===== config.mk =====
export PLATFORM = sky130hd
export DESIGN_NAME = systolic_feeder
export DESIGN_NICKNAME = d
export VERILOG_FILES = /design/src/rtl/soc_pkg.sv /design/src/rtl/skew_line.sv /design/src/rtl/systolic_feeder.sv
export SDC_FILE = /design/constraint.sdc
export NUM_CORES = 2
export LEC_CHECK = 0
export BUFFER_PORTS_ARGS = -buffer_cell sky130_fd_sc_hd__buf_2
export CORE_AREA = 10 10 441 443
export CTS_CLUSTER_DIAMETER = 150
export DETAILED_ROUTE_END_ITERATION = 7
export DIE_AREA = 0 0 451 453
export PLACE_DENSITY = 0.76
export SKIP_LAST_GASP = 1
export SLEW_MARGIN = 30
export SYNTH_ARGS = -nofsm -noshare
export SYNTH_HDL_FRONTEND = slang
export SYNTH_SLANG_ARGS = --single-unit
export TNS_END_PERCENT = 20

===== constraint.sdc =====
create_clock -name clk -period 1.85 [get_ports clk]
set_input_delay 0.185 -clock clk [delete_from_list [all_inputs] [get_ports clk]]
set_output_delay 0.185 -clock clk [all_outputs]
set_load 0.01 [all_outputs]

===== src/rtl/soc_pkg.sv =====
// Shared defaults and the feeder state encoding for the systolic array front end.
package soc_pkg;

  localparam int ROW_DEFAULT = 9;
  localparam int COL_DEFAULT = 9;
  localparam int DW_DEFAULT  = 32;

  typedef enum logic [1:0] {
    IDLE   = 2'd0,
    STREAM = 2'd1,
    DRAIN  = 2'd2,
    DONE   = 2'd3
  } feeder_state_e;

endpackage


===== src/rtl/skew_line.sv =====
// Fixed-depth shift register that delays one array lane by DEPTH cycles.
module skew_line #(
  parameter int DEPTH = 1,
  parameter int DW    = 32
) (
  input  logic          clk,
  input  logic          rst,
  input  logic [DW-1:0] d,
  output logic [DW-1:0] q
);

  logic [DW-1:0] stage [DEPTH];

  // Shift the lane word one stage per cycle; reset flushes every stage to zero.
  always_ff @(posedge clk) begin
    if (rst) begin
      for (int k = 0; k < DEPTH; k++) begin
        stage[k] <= '0;
      end
    end else begin
      stage[0] <= d;
      for (int k = 1; k < DEPTH; k++) begin
        stage[k] <= stage[k-1];
      end
    end
  end

  assign q = stage[DEPTH-1];

endmodule


===== src/rtl/systolic_feeder.sv =====
// Skews A/B operand vectors into a ROW x COL systolic array and sequences one job.
module systolic_feeder
  import soc_pkg::*;
#(
  parameter int ROW = ROW_DEFAULT,
  parameter int COL = COL_DEFAULT,
  parameter int DW  = DW_DEFAULT
) (
  input  logic              clk,
  input  logic              rst,
  input  logic              start,
  input  logic [7:0]        len,
  input  logic              in_valid,
  output logic              in_ready,
  input  logic [DW*ROW-1:0] in_a,
  input  logic [DW*COL-1:0] in_b,
  output logic [DW*ROW-1:0] out_a,
  output logic [DW*COL-1:0] out_b,
  output logic              out_sel,
  output logic              busy,
  output logic              done
);

  // The drain has to flush the deepest lane pair, which spans ROW+COL-1 cycles.
  localparam int DRAIN_LEN = ROW + COL - 1;
  localparam int DRAIN_W   = $clog2(DRAIN_LEN + 1);
  localparam logic [DRAIN_W-1:0] DRAIN_LAST = DRAIN_W'(DRAIN_LEN - 1);

  feeder_state_e        state_q;
  feeder_state_e        state_d;
  logic [7:0]           len_q;
  logic [7:0]           beat_cnt;
  logic [DRAIN_W-1:0]   drain_cnt;
  logic                 accept;
  logic                 last_beat;
  logic                 drain_end;

  // Accept is derived from the registered state so it never loops through the FSM logic.
  assign accept    = in_valid && (state_q == STREAM);
  assign last_beat = ((beat_cnt + 8'd1) == len_q);
  assign drain_end = (drain_cnt == DRAIN_LAST);

  // State register; reset wins over every other input.
  always_ff @(posedge clk) begin
    if (rst) begin
      state_q <= IDLE;
    end else begin
      state_q <= state_d;
    end
  end

  // Next-state and Moore outputs; start is only looked at while idle.
  always_comb begin
    state_d  = state_q;
    in_ready = 1'b0;
    out_sel  = 1'b0;
    busy     = 1'b1;
    done     = 1'b0;
    case (state_q)
      IDLE: begin
        busy = 1'b0;
        if (start) begin
          state_d = (len == 8'd0) ? DONE : STREAM;
        end
      end
      STREAM: begin
        in_ready = 1'b1;
        out_sel  = 1'b1;
        if (accept && last_beat) begin
          state_d = DRAIN;
        end
      end
      DRAIN: begin
        out_sel = 1'b1;
        if (drain_end) begin
          state_d = DONE;
        end
      end
      DONE: begin
        done    = 1'b1;
        state_d = IDLE;
      end
      default: begin
        state_d = IDLE;
      end
    endcase
  end

  // Job length latch plus the beat and drain counters; both counters rearm while idle.
  always_ff @(posedge clk) begin
    if (rst) begin
      len_q     <= '0;
      beat_cnt  <= '0;
      drain_cnt <= '0;
    end else begin
      case (state_q)
        IDLE: begin
          beat_cnt  <= '0;
          drain_cnt <= '0;
          if (start) begin
            len_q <= len;
          end
        end
        STREAM: begin
          if (accept) begin
            beat_cnt <= beat_cnt + 8'd1;
          end
        end
        DRAIN: begin
          drain_cnt <= drain_cnt + 1'b1;
        end
        default: begin
        end
      endcase
    end
  end

  // A lanes: lane i is delayed i+1 cycles; zero is injected whenever nothing is accepted.
  for (genvar i = 0; i < ROW; i++) begin : g_a_lane
    logic [DW-1:0] lane_d;
    assign lane_d = accept ? in_a[DW*i +: DW] : '0;
    skew_line #(.DEPTH(i + 1), .DW(DW)) u_line (
      .clk (clk),
      .rst (rst),
      .d   (lane_d),
      .q   (out_a[DW*i +: DW])
    );
  end

  // B lanes: lane j is delayed j+1 cycles with the same zero-bubble rule.
  for (genvar j = 0; j < COL; j++) begin : g_b_lane
    logic [DW-1:0] lane_d;
    assign lane_d = accept ? in_b[DW*j +: DW] : '0;
    skew_line #(.DEPTH(j + 1), .DW(DW)) u_line (
      .clk (clk),
      .rst (rst),
      .d   (lane_d),
      .q   (out_b[DW*j +: DW])
    );
  end

endmodule


==> out/qor.csv <==
stage,metric,value,unit
status,status,"finished, violations left",
status,violations,negative setup slack,
power,ir_drop,0.883,mV
grt,grt_max_degree,120,
timing,rsz0062_at_grt,yes,
worst_hold_path,min_to,g_a_lane[6].u_line.stage[0][26],
timing,setup_violations,7,
clock_network,numCtsBuffers,294,
power,p_sw_share,21.4,%
grt,antenna_found_initial,73,
route,vias,49698,
logic_synthesis,synthArstFlopShare,0,%
critical_path,reg2reg_depth,7,
floorplan,start_util,44.4,%
critical_path,crit_chain,ha_4 > and3_4 > a31o_1 > a211oi_2 > nand4_1 > a311oi_1 > o2bb2ai_1,
critical_path,critPathKind,flop to flop,
grt,grt_overflow,0,
critical_path,cp-start-kind,flop,
floorplan,chipHeight,453,um
placed_design,dp.cells,9706,
logic_synthesis,synth_cell_types,44,
clock_network,cts_root_buffer,clkbuf_16,
logic_synthesis,ys_seq_elements,2903,
critical_path,crit_buf_inv,0,
floorplan,die_w,451,um
route,drt-vias-per-instance,4.47,
placed_design,place.gp.congestion,0.900,
route,dr.first_iter.drc_count,2962,
worst_hold_path,hold_class,primary input to flop,
timing,slew_headroom,46.2,%
timing,fmax,0.522,GHz
floorplan,coreArea,185000,sq um
critical_path,r2r-start,beat_cnt[0],
power,clkPwrFrac,45.0,%
critical_path,crit_path_start,beat_cnt[0],
route,drt_pass1_iterations,6,
critical_path,max_stage_delay,0.36,ns
timing,whs,0.0576,ns
logic_synthesis,synth-seq-area-share,70.8,%
timing,worst_slew_pin_slew,0.807,ns
power,p_leak,47.1,nW
power,power_frac_seq,49.6,%
critical_path,critPathRequiredTime,2.64,ns
grt,grt_usage,21.3,%
timing,maxSlewViolCount,0,
worst_hold_path,holdCritStartpoint,in_a[218],
logic_synthesis,synth_edf_count,0,
logic_synthesis,ys_warn_count,0,
logic_synthesis,synth_fp_nets,7393,
cells_and_area,drive_above_1_share,20.7,%
cells_and_area,finish.utilization,57.3,%
grt,grt_pass1_vias,52289,
logic_synthesis,synth_area,82100,sq um
logic_synthesis,synth_cells,6798,
timing,fin_ws,-0.0644,ns
route,routedWlPerCell,20.4,um
logic_synthesis,avgSynthCellArea,12.1,sq um
clock_network,cts_tree,done,
timing,min_period,1.91,ns
critical_path,critPathTopFamily,compound AO/OA/AOI/OAI gates,
cells_and_area,fin_nets,8985,
cells_and_area,area_delta_synth_final,29.0,%
clock_network,clock_latency,0.93,ns
floorplan,ioPinCount,1168,
timing,fin_skew,0.0763,ns
critical_path,end_kind,flop,
timing,hold_viol_final,0,
power,power_frac_comb,5.4,%
critical_path,slowest_stage,dfxtp_4,
power,p_int,0.102,W
critical_path,cp_max_fo,4,
floorplan,row_count,158,
grt,grt_pass1_wl,331000,um
power,p_per_area,1230,nW/um^2
route,ant_nets,0,
worst_hold_path,whs_path_depth,3,
critical_path,worst_ep_arrival_time,2.71,ns
clock_network,clock_path_buffers,4,
route,routed_wl,227000,um
job,cap_violations,0,
placed_design,port_buffers,1167,
cells_and_area,final_cell_count_no_fill,11127,
clock_network,clk_pin_slew_worst_paths,0.06,ns
critical_path,cp.depth,7,
placed_design,dp_hpwl,143000,um
power,power_switching,0.0279,W
clock_network,clock_sinks,2903,
clock_network,htreeDepth,5,
critical_path,reg2reg_slack,-0.06,ns
timing,fin_crit_sh,103,%
floorplan,die_area,204000,sq um
logic_synthesis,ys.flop_type,dfxtp_1,
critical_path,r2r-end,state_q[1],
route,drcViolationCount,0,
-- worst max path at each step --
stage	to	slack [ns]
CTS	out_sel	-0.15
global route	state_q[1]	-0.16
floorplan	state_q[0]	0.02
detailed placement	state_q[1]	-0.05
finish	state_q[1]	-0.06
global placement	state_q[1]	-0.21
-- layout make-up --
type / count / area, sq um
fill: 14008 / 79100
sequential: 2903 / 58100
multi-input combinational: 3010 / 18900
timing repair buffer: 2174 / 16100
clock buffer: 416 / 8480
tap: 2480 / 3100
clock inverter: 89 / 1040
antenna: 48 / 120
inverter: 7 / 41.3
-- cell families (layout without fill, tap and decap cells) --
logic type / Yosys count / in the layout / share of synthesized area, %
adder cells (fa/ha/maj): 7 / 7 / 0.107
multiplexers: 3 / 3 / 0.0366
XOR/XNOR: 6 / 6 / 0.0640
flip-flops: 2903 / 2903 / 70.8
AO/OA/AOI/OAI: 46 / 46 / 0.399
AND/OR/NAND/NOR: 2948 / 2948 / 22.4
other: 0 / 48 / 0
buffers and inverters: 885 / 2686 / 6.29
-- state kept, by name, indices dropped and copies added (netlist names) --
register               count
g_a_lane.u_line.stage   1440
g_b_lane.u_line.stage   1440
beat_cnt                   8
len_q                      8
drain_cnt                  5
state_q                    2
-- tightest hold or removal path: cells and delay by family --
kind	cells	cell delay, ns
and+or+nand+nor	1	0.13
buffers and inverters	2	0.63
-- power groups by stage --
stage               clock network [W]  registers [W]  logic [W]
floorplan                           0         0.0657    0.00279
CTS                            0.0592         0.0645    0.00679
global placement                    0         0.0659    0.00497
detailed placement                  0         0.0659    0.00506
finish                         0.0585         0.0646    0.00707
global route                   0.0622         0.0647    0.00754
-- placed cells by master (no fill, tap or decap), types with 13 or more instances in the layout --
cell / instances
dfxtp_1: 2899
nor2b_1: 2305
buf_2: 1163
dlygate4sd3_1: 859
and3_1: 576
clkbuf_16: 299
buf_4: 103
clkbuf_1: 61
clkbuf_8: 56
diode_2: 48
clkinv_2: 47
buf_12: 45
nand2_1: 24
bufinv_16: 21
a21oi_1: 17
nand3_1: 13
-- layer usage --
metal / vias up / track usage, % / part of all wire [%]
li1: 23747 / - / -
met2: 1784 / 36.7 / 50
met3: 666 / 5.81 / 6.3
met5: - / 0 / 0.056
met4: 18 / 14.4 / 7.2
met1: 23483 / 22.6 / 37
-- repair_timing --
action | CTS | global route
setup endpoints to repair | 9 | 12
hold buffers | 859 | 0
setup buffers | 2 | 7
pin swaps | 0 | 7
endpoints found under the hold margin | 1292 | 0
gates resized for setup | 19 | 11
-- stage by stage --
stage,area (sq um),setup TNS [ns],power (W),setup WS (ns)
6_report,106000,-0.272,0.130,-0.0644
5_1_grt,106000,-0.928,0.134,-0.161
4_1_cts,106000,-0.777,0.130,-0.152
3_5_place_dp,87600,-0.0883,0.0709,-0.0544
3_3_place_gp,87600,-0.301,0.0708,-0.211
2_1_floorplan,82100,0,0.0684,0.0204
-- Yosys cell counts (2+ instances only) --
cell,number,area (sq um)
a31oi_1,3,18.8
and3_1,578,3620
nor2_1,8,30.0
nor4_1,3,18.8
clkbuf_1,389,1460
ha_1,7,87.6
nand3_1,13,65.1
nand2_1,24,90.1
nand4_1,2,12.5
buf_1,2,7.51
buf_4,480,3600
dfxtp_1,2903,58100
a21oi_1,18,90.1
xor2_1,3,26.3
nor3_1,2,10.0
buf_6,3,33.8
nand2b_1,4,25.0
and2_1,2,12.5
inv_1,7,26.3
a41oi_1,3,26.3
mux2i_1,3,30.0
nor2b_1,2305,14400
o21ai_0,2,10.0
buf_2,3,15.0
xnor2_1,3,26.3
a311oi_1,10,87.6
No activity file was read; power rests on OpenSTA's default activity.
